File: src/rtl/user_gpio_wb_pkg.sv
// Register offsets, register-index decode and byte-lane helpers shared by the GPIO block.
package user_gpio_pkg;

  localparam logic [7:0] OFF_DOUT    = 8'h00;
  localparam logic [7:0] OFF_OEB     = 8'h04;
  localparam logic [7:0] OFF_DIN     = 8'h08;
  localparam logic [7:0] OFF_RISE_EN = 8'h0C;
  localparam logic [7:0] OFF_FALL_EN = 8'h10;
  localparam logic [7:0] OFF_STATUS  = 8'h14;
  localparam logic [7:0] OFF_ID      = 8'h18;

  // ID bit that advertises the edge-interrupt logic
  localparam int ID_IRQ_BIT = 31;

  typedef enum logic [2:0] {
    REG_DOUT, REG_OEB, REG_DIN, REG_RISE_EN, REG_FALL_EN, REG_STATUS, REG_ID, REG_NONE
  } reg_idx_e;

  function automatic reg_idx_e reg_decode(input logic [7:0] off);
    case (off)
      OFF_DOUT:    return REG_DOUT;
      OFF_OEB:     return REG_OEB;
      OFF_DIN:     return REG_DIN;
      OFF_RISE_EN: return REG_RISE_EN;
      OFF_FALL_EN: return REG_FALL_EN;
      OFF_STATUS:  return REG_STATUS;
      OFF_ID:      return REG_ID;
      default:     return REG_NONE;
    endcase
  endfunction

  function automatic logic [31:0] lane_mask(input logic [3:0] sel);
    return {{8{sel[3]}}, {8{sel[2]}}, {8{sel[1]}}, {8{sel[0]}}};
  endfunction

endpackage

File: src/rtl/user_gpio_wb_if.sv
// Wishbone classic slave bundle between the wrapper's WB port and the GPIO block.
// Handshake: a request is cyc & stb with a decoded address; the slave answers with a
// single-cycle ack carrying read data, and ignores the bus during that ack cycle.
interface user_gpio_wb_if;
  logic        wbs_stb_i;
  logic        wbs_cyc_i;
  logic        wbs_we_i;
  logic [3:0]  wbs_sel_i;
  logic [31:0] wbs_adr_i;
  logic [31:0] wbs_dat_i;
  logic        wbs_ack_o;
  logic [31:0] wbs_dat_o;

  modport master (
    output wbs_stb_i, wbs_cyc_i, wbs_we_i, wbs_sel_i, wbs_adr_i, wbs_dat_i,
    input  wbs_ack_o, wbs_dat_o
  );

  modport slave (
    input  wbs_stb_i, wbs_cyc_i, wbs_we_i, wbs_sel_i, wbs_adr_i, wbs_dat_i,
    output wbs_ack_o, wbs_dat_o
  );
endinterface

File: src/rtl/user_gpio_wb_sync_edge.sv
// Two-flop synchroniser for asynchronous pad inputs; with GPIO_IRQ_EN it adds a
// previous-value flop and per-bit rise/fall strobes.
module gpio_sync_edge #(
    parameter int W = 1
) (
    input  logic         clk_i,
    input  logic         rst_i,
    input  logic [W-1:0] din_i,
    output logic [W-1:0] sync
`ifdef GPIO_IRQ_EN
    ,
    output logic [W-1:0] rise,
    output logic [W-1:0] fall
`endif
);

    logic [W-1:0] s1_q, s2_q;

    always_ff @(posedge clk_i) begin
        if (rst_i) begin
            s1_q <= '0;
            s2_q <= '0;
        end else begin
            s1_q <= din_i;
            s2_q <= s1_q;
        end
    end

    assign sync = s2_q;

`ifdef GPIO_IRQ_EN
    logic [W-1:0] prev_q;

    always_ff @(posedge clk_i) begin
        if (rst_i) prev_q <= '0;
        else       prev_q <= s2_q;
    end

    assign rise = s2_q & ~prev_q;
    assign fall = ~s2_q & prev_q;
`endif

endmodule

File: src/rtl/user_gpio_wb.sv
// Wishbone GPIO controller: output/enable registers, synchronised input readback and,
// when GPIO_IRQ_EN is defined, per-pin edge interrupts with W1C status.
module user_gpio_wb
    import user_gpio_pkg::*;
#(
    parameter int          NPINS    = 12,
    parameter logic [31:0] ADR_BASE = 32'h3000_0000,
    parameter logic [31:0] ID_VALUE = 32'h4750_0001
) (
    input  logic              wb_clk_i,
    input  logic              wb_rst_i,
    user_gpio_wb_if.slave     wbs,
    input  logic [NPINS-1:0]  io_in,
    output logic [NPINS-1:0]  io_out,
    output logic [NPINS-1:0]  io_oeb,
    output logic              irq
);

`ifdef GPIO_IRQ_EN
    localparam logic IRQ_FLAG = 1'b1;
`else
    localparam logic IRQ_FLAG = 1'b0;
`endif

    logic              ack_q, ack_d;
    logic [31:0]       dat_q, dat_d;
    logic [NPINS-1:0]  dout_q, dout_d;
    logic [NPINS-1:0]  oeb_q, oeb_d;
    logic [NPINS-1:0]  din;
    logic              req, wr;
    reg_idx_e          idx;
    logic [31:0]       mask32, rd;
    logic [NPINS-1:0]  wmask, wdata;

`ifdef GPIO_IRQ_EN
    logic [NPINS-1:0]  rise, fall;
    logic [NPINS-1:0]  rise_en_q, rise_en_d, fall_en_q, fall_en_d;
    logic [NPINS-1:0]  status_q, status_d;
    logic              irq_q, irq_d;
`endif

    gpio_sync_edge #(.W(NPINS)) u_sync (
        .clk_i (wb_clk_i),
        .rst_i (wb_rst_i),
        .din_i (io_in),
        .sync  (din)
`ifdef GPIO_IRQ_EN
        ,
        .rise  (rise),
        .fall  (fall)
`endif
    );

    // The ack cycle blocks re-sampling, so a held strobe is answered every other cycle.
    always_comb begin
        req    = wbs.wbs_cyc_i & wbs.wbs_stb_i & ~ack_q &
                 (wbs.wbs_adr_i[31:8] == ADR_BASE[31:8]);
        wr     = req & wbs.wbs_we_i;
        idx    = reg_decode({wbs.wbs_adr_i[7:2], 2'b00});
        mask32 = lane_mask(wbs.wbs_sel_i);
        wmask  = mask32[NPINS-1:0];
        wdata  = wbs.wbs_dat_i[NPINS-1:0];
        rd     = '0;
        case (idx)
            REG_DOUT:    rd[NPINS-1:0] = dout_q;
            REG_OEB:     rd[NPINS-1:0] = oeb_q;
            REG_DIN:     rd[NPINS-1:0] = din;
`ifdef GPIO_IRQ_EN
            REG_RISE_EN: rd[NPINS-1:0] = rise_en_q;
            REG_FALL_EN: rd[NPINS-1:0] = fall_en_q;
            REG_STATUS:  rd[NPINS-1:0] = status_q;
`endif
            REG_ID: begin
                rd             = ID_VALUE;
                rd[ID_IRQ_BIT] = IRQ_FLAG;
            end
            default: ;
        endcase
        ack_d  = req;
        dat_d  = req ? rd : '0;
        dout_d = dout_q;
        oeb_d  = oeb_q;
        if (wr && idx == REG_DOUT) dout_d = (dout_q & ~wmask) | (wdata & wmask);
        if (wr && idx == REG_OEB)  oeb_d  = (oeb_q  & ~wmask) | (wdata & wmask);
    end

`ifdef GPIO_IRQ_EN
    // Clear first, then set, so an edge landing with a W1C of the same bit survives.
    always_comb begin
        rise_en_d = rise_en_q;
        fall_en_d = fall_en_q;
        status_d  = status_q;
        if (wr && idx == REG_RISE_EN) rise_en_d = (rise_en_q & ~wmask) | (wdata & wmask);
        if (wr && idx == REG_FALL_EN) fall_en_d = (fall_en_q & ~wmask) | (wdata & wmask);
        if (wr && idx == REG_STATUS)  status_d  = status_q & ~(wdata & wmask);
        status_d = status_d | (rise & rise_en_q) | (fall & fall_en_q);
        irq_d    = |status_q;
    end

    always_ff @(posedge wb_clk_i) begin
        if (wb_rst_i) begin
            rise_en_q <= '0;
            fall_en_q <= '0;
            status_q  <= '0;
            irq_q     <= 1'b0;
        end else begin
            rise_en_q <= rise_en_d;
            fall_en_q <= fall_en_d;
            status_q  <= status_d;
            irq_q     <= irq_d;
        end
    end

    assign irq = irq_q;
`else
    assign irq = 1'b0;
`endif

    always_ff @(posedge wb_clk_i) begin
        if (wb_rst_i) begin
            ack_q  <= 1'b0;
            dat_q  <= '0;
            dout_q <= '0;
            oeb_q  <= '1;
        end else begin
            ack_q  <= ack_d;
            dat_q  <= dat_d;
            dout_q <= dout_d;
            oeb_q  <= oeb_d;
        end
    end

    assign wbs.wbs_ack_o = ack_q;
    assign wbs.wbs_dat_o = dat_q;
    assign io_out        = dout_q;
    assign io_oeb        = oeb_q;

    logic unused_ok;
    assign unused_ok = ^{wbs.wbs_adr_i[1:0], mask32, wbs.wbs_dat_i, wbs.wbs_sel_i};

endmodule

File: src/flat_wrapper.sv
// flat-port wrapper written by rule: the top's interface ports become plain ports
module user_gpio_wb_flat import user_gpio_pkg::*;
#(
    parameter int          NPINS    = 12,
    parameter logic [31:0] ADR_BASE = 32'h3000_0000,
    parameter logic [31:0] ID_VALUE = 32'h4750_0001
)
  (wb_clk_i, wb_rst_i, io_in, io_out, io_oeb, irq, wbs_wbs_stb_i, wbs_wbs_cyc_i, wbs_wbs_we_i, wbs_wbs_sel_i, wbs_wbs_adr_i, wbs_wbs_dat_i, wbs_wbs_ack_o, wbs_wbs_dat_o);
  user_gpio_wb_if wbs_i ();
  input  logic wb_clk_i;
  input  logic wb_rst_i;
  input  logic [NPINS-1:0] io_in;
  output logic [NPINS-1:0] io_out;
  output logic [NPINS-1:0] io_oeb;
  output logic irq;
  input wire logic [$bits(wbs_i.wbs_stb_i)-1:0] wbs_wbs_stb_i;
  input wire logic [$bits(wbs_i.wbs_cyc_i)-1:0] wbs_wbs_cyc_i;
  input wire logic [$bits(wbs_i.wbs_we_i)-1:0] wbs_wbs_we_i;
  input wire logic [$bits(wbs_i.wbs_sel_i)-1:0] wbs_wbs_sel_i;
  input wire logic [$bits(wbs_i.wbs_adr_i)-1:0] wbs_wbs_adr_i;
  input wire logic [$bits(wbs_i.wbs_dat_i)-1:0] wbs_wbs_dat_i;
  output wire logic [$bits(wbs_i.wbs_ack_o)-1:0] wbs_wbs_ack_o;
  output wire logic [$bits(wbs_i.wbs_dat_o)-1:0] wbs_wbs_dat_o;
  assign wbs_i.wbs_stb_i = wbs_wbs_stb_i;
  assign wbs_i.wbs_cyc_i = wbs_wbs_cyc_i;
  assign wbs_i.wbs_we_i = wbs_wbs_we_i;
  assign wbs_i.wbs_sel_i = wbs_wbs_sel_i;
  assign wbs_i.wbs_adr_i = wbs_wbs_adr_i;
  assign wbs_i.wbs_dat_i = wbs_wbs_dat_i;
  assign wbs_wbs_ack_o = wbs_i.wbs_ack_o;
  assign wbs_wbs_dat_o = wbs_i.wbs_dat_o;
  user_gpio_wb #(.NPINS(NPINS), .ADR_BASE(ADR_BASE), .ID_VALUE(ID_VALUE)) u_core (.wb_clk_i(wb_clk_i), .wb_rst_i(wb_rst_i), .wbs(wbs_i), .io_in(io_in), .io_out(io_out), .io_oeb(io_oeb), .irq(irq));
endmodule
File: config.mk
export PLATFORM = sky130hd
export DESIGN_NAME = user_gpio_wb_flat
export DESIGN_NICKNAME = d
export VERILOG_FILES = /design/src/rtl/user_gpio_wb_pkg.sv /design/src/rtl/user_gpio_wb_if.sv /design/src/rtl/user_gpio_wb_sync_edge.sv /design/src/rtl/user_gpio_wb.sv /design/src/flat_wrapper.sv
export SDC_FILE = /design/constraint.sdc
export NUM_CORES = 1
export LEC_CHECK = 0
export ABC_CLOCK_PERIOD_IN_PS = 1900
export BUFFER_PORTS_ARGS = -buffer_cell sky130_fd_sc_hd__clkbuf_2
export CAP_MARGIN = 20
export CORE_ASPECT_RATIO = 0.9
export CORE_UTILIZATION = 40
export DETAILED_ROUTE_END_ITERATION = 6
export PLACE_DENSITY = 0.8
export SYNTH_ARGS = -nofsm -noshare
export SYNTH_HDL_FRONTEND = slang
export SYNTH_SLANG_ARGS = --single-unit
File: constraint.sdc
create_clock -name wb_clk_i -period 1.9 [get_ports wb_clk_i]
set_input_delay 0.095 -clock wb_clk_i [delete_from_list [all_inputs] [get_ports wb_clk_i]]
set_output_delay 0.095 -clock wb_clk_i [all_outputs]
set_load 0.02 [all_outputs]
==> results.ini, run 1 <==
[status]
outcome=complete, no violations

[sta]
max_freq_mhz=538
tns_ps=0
period_needed_ps=1860
hold_viol_final=0
rsz0062_at_grt=yes
setup_viol=0
worstMarginPinSlew_ps=513
final.setup_skew_ps=6.50
slew_headroom_pct=65.5
fin_crit_sh_pct=97.9
final_max_slew_viol_count=0

[logic_synthesis]
yosysTopAreaCellShare_pct=47.6
synth-edff-count=0
syn_area_per_cell_um2=9.72
synth_common_cells=dfxtp_1, nor2_1, nor2b_1
syn_area_mm2=0.00261
yosysSeqAreaShare_pct=47.6
synth.largest_area_cell=dfxtp_1
synth_ff_type=dfxtp_1
synthCells=268
async_flop_share_pct=0
synth_warnings=0
synth_area_leaders=dfxtp_1, nor2b_1, buf_4, mux2_2, mux2i_1
yosysUniqueCellTypes=34
ys_seq_elements=62
synth_most_common_cell=dfxtp_1

[min_path]
hp-class=in2reg
hold_path.startpoint=wbs_wbs_dat_i[11]
hold_depth=3

[power_and_ir_drop]
switching_share_pct=22.3
combPwrFrac_pct=8.2
power.density_mw_per_mm2=747
vdd_ir_drop_max_mv=0.775
p_switching_mw=0.590
internal-power_mw=2.05
leakage_nw=1.49
p_total_mw=2.65
pwr-share-clk_pct=41.5
p_seq_share_pct=50.3

[critical_path]
cpMostUsedCell=or4_4
path_cells=nand4bb_4 > or4_4 > or4_4 > nor2_4
reg2reg_to=u_core.wbs.wbs_dat_o[2]
required_ps=2170
worstRegToRegCells=4
r2r_setup_slack_ps=40
critPathTopFamily=simple AND/OR/NAND/NOR gates
cp_slowest_cell=or4_4
rr_startpoint=u_core.wbs.wbs_ack_o
critPathMaxStageDelay_ps=610
setup.worst_path.class=reg2reg
worst-path-buf-inv=0
critPathLaunchType=flip-flop
cp_max_fo=6
crit_path_start=u_core.wbs.wbs_ack_o
worst_setup_path_end_kind=flip-flop
crit_arrival_ps=2130

[global_routing]
grt_pass1_vias=2172
grt_overflow=0
antenna_found_initial=0
grt_pass1_wl_um=10500
grt_max_degree=37
grt_usage_pct=20.5

[clock_network]
clock_latency_ps=330
cts_setup_buffers=0
numClockSinks=62
ctsHtreeMaxLevel=3
cts.clk_slew.worst_paths_ps=60
clk_path_buf_depth=2
root_buffer=clkbuf_8
numCtsBuffers=9
cts_tree=yes

[place]
portBuffers=103
hpwl_um=4810
dp.cells=451
gp_congestion=0.773

[finish]
fin_util_pct=56.9
drive_above_1_share_pct=42.1
n_antenna_cell=0
syn_to_final_growth_pct=35.8
final_cells=479
fin_nets=473

[route]
via_per_inst=4.87
wl_um=6700
wl_per_cell_um=14.0
num_vias=2335
drc=0
first_pass_iters=4
detail-route-antenna-nets=0
drt_iter0_markers=146

[floorplan]
fp.dieW_um=87.1
die_h_um=78.6
io_pins=143
core_area_mm2=0.00622
rows=27
start_util_pct=41.9
die-area_mm2=0.00684

[job]
drv_cap=0

==> layout by cell type, fill, tap and decap left out, drive strengths merged <==
cell type	Yosys	routed
nand2	1	1
conb	1	15
a21oi	12	12
nor3	6	6
or3	1	1
nor3b	1	1
nand2b	1	1
bufinv	0	1
and4	2	2
nor4b	1	1
o21ai	2	2
mux2	12	12
clkinv	0	4
or4	5	6
nor2b	25	25
inv	1	1
dfxtp	62	62
nand3	3	3
nand4bb	1	1
dlygate4sd3	0	12
o31ai	12	12
and2	2	2
nor2	37	37
a21boi	1	1
nor4	3	3
buf	23	16
clkbuf	14	113
a22oi	11	11
and3	2	2
nand4	14	14
mux2i	12	12
==> cell families (layout without fill, tap and decap cells) <==
family | count (synthesis) | count (layout) | share of synthesized area (%)
AOI/OAI and AO/OA | 38 | 38 | 9.60
buffers and inverters | 38 | 147 | 8.93
DFF | 62 | 62 | 47.6
muxes | 24 | 24 | 9.79
other | 1 | 15 | 0.144
and+or+nand+nor | 105 | 106 | 23.9
==> area by class of cell <==
class	count	area [µm²]
Inverter	1	3.75
Sequential cell	62	1240
Fill cell	566	2680
Multi-Input combinational cell	183	1220
Clock buffer	10	138
Clock inverter	5	50.0
Timing Repair Buffer	131	776
Tap cell	87	109
==> metal layers <==
layer	part of all wire (%)	track usage, %	wire [µm]	up-vias
met1	41	23.4	2730	1072
met2	50	34.7	3360	94
met3	7.2	7.47	483	12
met4	1.9	8.00	124	0
li1	-	-	-	1157
met5	0	0	0	-
==> power by group through the flow <==
stage,logic [mW],registers [mW],clock network [mW]
2_1_floorplan,0.130,1.36,0
3_3_place_gp,0.188,1.36,0
3_5_place_dp,0.193,1.36,0
4_1_cts,0.217,1.33,1.12
5_1_grt,0.240,1.33,1.18
6_report,0.218,1.33,1.10
==> timing repair <==
action / CTS / global route
hold buffers: 12 / 0
gates cloned: 1 / 0
resized for setup: 4 / 2
pin swaps: 9 / 2
setup endpoints to repair: 15 / 23
hold endpoints to repair: 12 / 0
==> worst max path at each step <==
stage	slack (ps)	cells past startpoint	endpoint
final	40	4	u_core.wbs.wbs_dat_o[2]
after global placement	-150	5	u_core.wbs.wbs_dat_o[5]
after floorplan	-170	6	u_core.wbs.wbs_dat_o[10]
after global routing	-20	6	flip-flop
after detailed placement	-170	5	u_core.wbs.wbs_dat_o[4]
after CTS	-4	4	u_core.wbs.wbs_dat_o[2]
==> worst reg2reg max path, cell delays in order, from the launching register on <==
cell and delay (ps):
dfxtp_2 320, nand4bb_4 210, or4_4 540, or4_4 610
nor2_4 110
==> metrics by stage <==
stage	area (µm²)	hold slack (ps)	setup slack [ps]
floorplan	2660	223	-169
detailed placement	3190	309	-168
global route	3540	14.4	-15.4
finish	3540	15.7	40.1
global placement	3190	306	-150
CTS	3530	6.38	-3.69
Note: power is estimated with default switching activity, not from simulation.
==> inputs of run 2 (changes only) <==
--- a/config.mk
+++ b/config.mk
@@ -12,4 +12,5 @@
 export CORE_UTILIZATION = 40
 export DETAILED_ROUTE_END_ITERATION = 6
+export GPL_TIMING_DRIVEN = 0
 export PLACE_DENSITY = 0.8
 export SYNTH_ARGS = -nofsm -noshare
==> constraint.sdc (replaced) <==
create_clock -name wb_clk_i -period 1.9 [get_ports wb_clk_i]
set_input_delay 0.38 -clock wb_clk_i [delete_from_list [all_inputs] [get_ports wb_clk_i]]
set_output_delay 0.38 -clock wb_clk_i [all_outputs]
set_load 0.02 [all_outputs]
==> run 2 against run 1 <==
The run now ends with setup timing left. Via count grew 5.1%. Hold slack better by 230 ps. Cell area is 4.8% higher. First-iteration DRC count increased by 24%. Worst setup slack worse by 160 ps. Register-to-register slack got worse by 110 ps. Fmax shrank 7.9%. Sequential power about the same. Highest routed layer unchanged.
==> results.ini, run 2 (same netlist as run 1, synthesis figures left out) <==
[status]
outcome=finished with violations
violations=setup timing

[sta]
rsz0062_at_grt=yes
max_freq_mhz=495
layout_setup_ws_ps=-119
fin_crit_sh_pct=106
setup_viol=34
final_max_slew_viol_count=0
final.setup_skew_ps=10.6
slew_headroom_pct=48.2
period_needed_ps=2020
hold_viol_final=0
worstMarginPinSlew_ps=777

[clock_network]
hold_buffers=0
numClockSinks=62
ctsHtreeMaxLevel=3
root_buffer=clkbuf_8
clk_path_buf_depth=2
clock_latency_ps=350
cts.clk_slew.worst_paths_ps=70
numCtsBuffers=9
cts_tree=yes

[place]
hpwl_um=5160
portBuffers=101
gp_congestion=0.826
dp_slack_ps=-763

[route]
via_per_inst=4.97
drc=0
wl_um=7340
drt_iter0_markers=181
num_vias=2455
wl_per_cell_um=14.8
first_pass_iters=4
detail-route-antenna-nets=0

[floorplan]
io_pins=143
start_util_pct=41.9
die-area_mm2=0.00684
die_h_um=78.6
rows=27
core_area_mm2=0.00622
fp.dieW_um=87.1

[power_and_ir_drop]
vdd_ir_drop_max_mv=0.530
p_total_mw=2.75
leakage_nw=1.56
power.density_mw_per_mm2=742

[finish]
multi_input_area_mm2=0.00130
final_cell_mix=clkbuf_2, dfxtp_1, nor2_1
syn_to_final_growth_pct=42.4
fin_nets=487
drive_above_1_share_pct=46.2
fillers=559
n_antenna_cell=0
final-seq-area_mm2=0.00124
final_common_cell=clkbuf_2

[job]
drv_cap=0

[critical_path]
cp_max_fo=5
crit_arrival_ps=2310
required_ps=2190
critPathLaunchType=input pin
worst_setup_path_end_kind=flip-flop
setup.worst_path.class=in2reg

[global_routing]
grt_max_degree=12
grt_usage_pct=22.3
grt_pass1_vias=2340
grt_overflow=0
grt_pass1_wl_um=11400
antenna_found_initial=0

[min_path]
hp-class=in2reg

## run 2: changes by cell type in the layout (fill, tap and decap cells not counted), moves of 3 or more
| cell | previous run | this run |
|---|---|---|
| clkbuf_1 | 0 | 13 |
| dlygate4sd3_1 | 12 | 0 |
| buf_4 | 14 | 25 |
| o31ai_1 | 12 | 5 |
| o31ai_2 | 0 | 6 |
| nor2_2 | 9 | 4 |
| nor2_4 | 1 | 6 |
| clkinv_2 | 4 | 1 |
| clkinvlp_4 | 0 | 3 |
## run 2: worst max-delay path, cell delays in order
cell	delay, ps
clkbuf_2	80
or4_4	530
or4_4	530
or4_4	510
buf_12	190
nor2_4	90
## run 2: area by class of cell
type / instances / share of cell area (%)
plain buffers: 36 / 6.37
clock buffers: 11 / 4.08
clock inverters: 5 / 1.55
inverters: 1 / 0.101
multi-input cells: 182 / 34.9
flip-flops and latches: 62 / 33.4
well taps: 87 / 2.93
repair buffers: 110 / 16.6
## run 2: repair_timing
action,in CTS,in global routing
cloned,1,0
gates resized for setup,15,9
setup endpoints to repair,35,36
setup buffers,7,0
pin swaps,14,1
## run 2: path summary, 6_finish.rpt
path,from,end,slack [ps],depth (start not counted)
setup / recovery,wbs_wbs_adr_i[14],u_core.wbs.wbs_dat_o[7],-120,6
hold / removal,io_in[1],u_core.u_sync.s1_q[1],240,2
setup reg to reg,u_core.wbs.wbs_ack_o,u_core.wbs.wbs_dat_o[7],-70,5
hold reg to reg,u_core.u_sync.s1_q[2],u_core.u_sync.sync[2],440,1
## run 2: routing by layer
layer | vias up | GRT usage (%) | part of all wire (%)
met5 | - | 0 | 0
met3 | 20 | 7.36 | 8.3
met1 | 1142 | 26.4 | 41
met4 | 0 | 10.7 | 2.5
met2 | 111 | 36.1 | 48
li1 | 1182 | - | -
## run 2: stage by stage
step                utilization, %  std cells  TNS [ps]  hold WS, ps  area, µm²
floorplan                        -        282    -10700          414       2670
global placement              52.8        470    -20650          416       3280
detailed placement            52.9        471    -21340          424       3290
CTS                           58.9        494     -1590          227       3660
global route                  59.7        494     -3050          238       3710
finish                        59.7        494     -2110          241       3710
## run 2: where the power goes
| group | switching (mW) | internal, mW |
|---|---|---|
| sequential | 0.00523 | 1.32 |
| combinational | 0.116 | 0.107 |
| clock | 0.530 | 0.674 |
==> inputs of run 3 (changes only) <==
- ABC_CLOCK_PERIOD_IN_PS: 1900 -> not set
- BUFFER_PORTS_ARGS: -buffer_cell sky130_fd_sc_hd__clkbuf_2 -> -buffer_cell sky130_fd_sc_hd__buf_2
- CORE_ASPECT_RATIO: 0.9 -> 1.5
==> run 3 against run 2 <==
The run still ends with setup timing left. Critical path depth unchanged. Clock skew is 4.0 ps lower. Cell area up 2.9%. Largest power group unchanged.
==> results.ini, run 3 (same netlist as run 1, synthesis figures left out) <==
[floorplan]
rows=35
die-area_mm2=0.00685
core_area_mm2=0.00622
fp.dieW_um=67.9
die_h_um=101
start_util_pct=41.9
io_pins=143

[route]
num_vias=2520
first_pass_iters=4
drt_iter0_markers=159
detail-route-antenna-nets=0
wl_per_cell_um=15.5
via_per_inst=5.19
wl_um=7550
drc=0

[sta]
max_freq_mhz=470
final_max_slew_viol_count=0
hold_viol_final=0
worstMarginPinSlew_ps=657
final.setup_skew_ps=6.56
fin_crit_sh_pct=112
period_needed_ps=2130
tns_ps=-3050
layout_setup_ws_ps=-227
slew_headroom_pct=55.8
setup_viol=32
rsz0062_at_grt=yes

[clock_network]
cts_tree=yes
ctsHtreeMaxLevel=3
cts.clk_slew.worst_paths_ps=70
clk_path_buf_depth=2
root_buffer=clkbuf_8
numCtsBuffers=9
clock_latency_ps=330
numClockSinks=62

[global_routing]
grt_pass1_wl_um=11100
antenna_found_initial=0
grt_pass1_vias=2388
grt_max_degree=12
grt_usage_pct=22.4
grt_overflow=0

[critical_path]
cp_slowest_cell=or4_4
setup.worst_path.class=in2reg
required_ps=2170
worst_setup_path_end_kind=flip-flop
critPathMaxStageDelay_ps=570
crit_arrival_ps=2400
path_cells=buf_6 > or4_4 > or4_4 > or4_4 > buf_12 > nor2_4
critPathLaunchType=input pin
cpMostUsedCell=or4_4
cp_max_fo=5

[place]
gp_congestion=0.814
hpwl_um=5230
dp_slack_ps=-717
portBuffers=101
dp.cells=458

[finish]
fin_nets=492
syn_to_final_growth_pct=46.5
final-seq-area_mm2=0.00124
fin_util_pct=61.4
final_cell_mix=buf_2, dfxtp_1, buf_4
final_cells=486
n_antenna_cell=0
multi_input_area_mm2=0.00134
drive_above_1_share_pct=47.3
final_common_cell=buf_2
fillers=519

[min_path]
hp-class=in2reg

[status]
violations=setup timing
outcome=finished with violations

[power_and_ir_drop]
leakage_nw=1.62
p_total_mw=2.85
power.density_mw_per_mm2=746
vdd_ir_drop_max_mv=0.396

[job]
drv_cap=0

[run 3: worst paths after layout]
kind	startpoint	end	slack [ps]	depth (start not counted)
worst min register to register	u_core.u_sync.s1_q[1]	u_core.u_sync.sync[1]	440	1
worst max register to register	u_core.wbs.wbs_ack_o	u_core.wbs.wbs_dat_o[11]	-130	5
worst max-delay path	wbs_wbs_adr_i[13]	u_core.wbs.wbs_dat_o[11]	-230	6
worst min-delay path	io_in[1]	u_core.u_sync.s1_q[1]	260	2
[run 3: stage by stage]
stage | hold slack (ps) | instance area, µm²
6_report | 256 | 3820
5_1_grt | 256 | 3820
4_1_cts | 247 | 3770
3_5_place_dp | 423 | 3270
3_3_place_gp | 418 | 3260
2_1_floorplan | 414 | 2670
[run 3: power by group]
part           switching [mW]  internal, mW  total, mW
clock network           0.522         0.777       1.30
registers             0.00583          1.32       1.33
logic                   0.113         0.109      0.222
[run 3: timing repair]
action	CTS	global route
hold endpoints to repair	0	0
pin swaps	18	5
buffers inserted	9	3
hold buffers	0	0
endpoints found under the setup margin	34	37
gates cloned	2	0
gates resized for setup	32	10
[run 3: worst max-delay path: cells and delay by family]
| kind | cells | cell delay [ps] |
|---|---|---|
| buffers and inverters | 2 | 270 |
| and+or+nand+nor | 4 | 1740 |
[run 3: layer usage]
| metal | vias to the layer above | global-route usage [%] | wire length [µm] |
|---|---|---|---|
| li1 | 1193 | - | - |
| met4 | 0 | 14.9 | 307 |
| met1 | 1184 | 21.8 | 2590 |
| met3 | 24 | 6.45 | 649 |
| met2 | 119 | 39.5 | 4000 |
| met5 | - | 0 | 0 |
[run 3: layout make-up]
cell class | count | area share, %
multi-input combinational | 182 | 35.0
buffer | 36 | 6.52
inverter | 1 | 0.0983
timing repair buffer | 115 | 17.5
sequential | 62 | 32.5
clock inverter | 5 | 2.16
clock buffer | 11 | 3.70
tap | 74 | 2.43
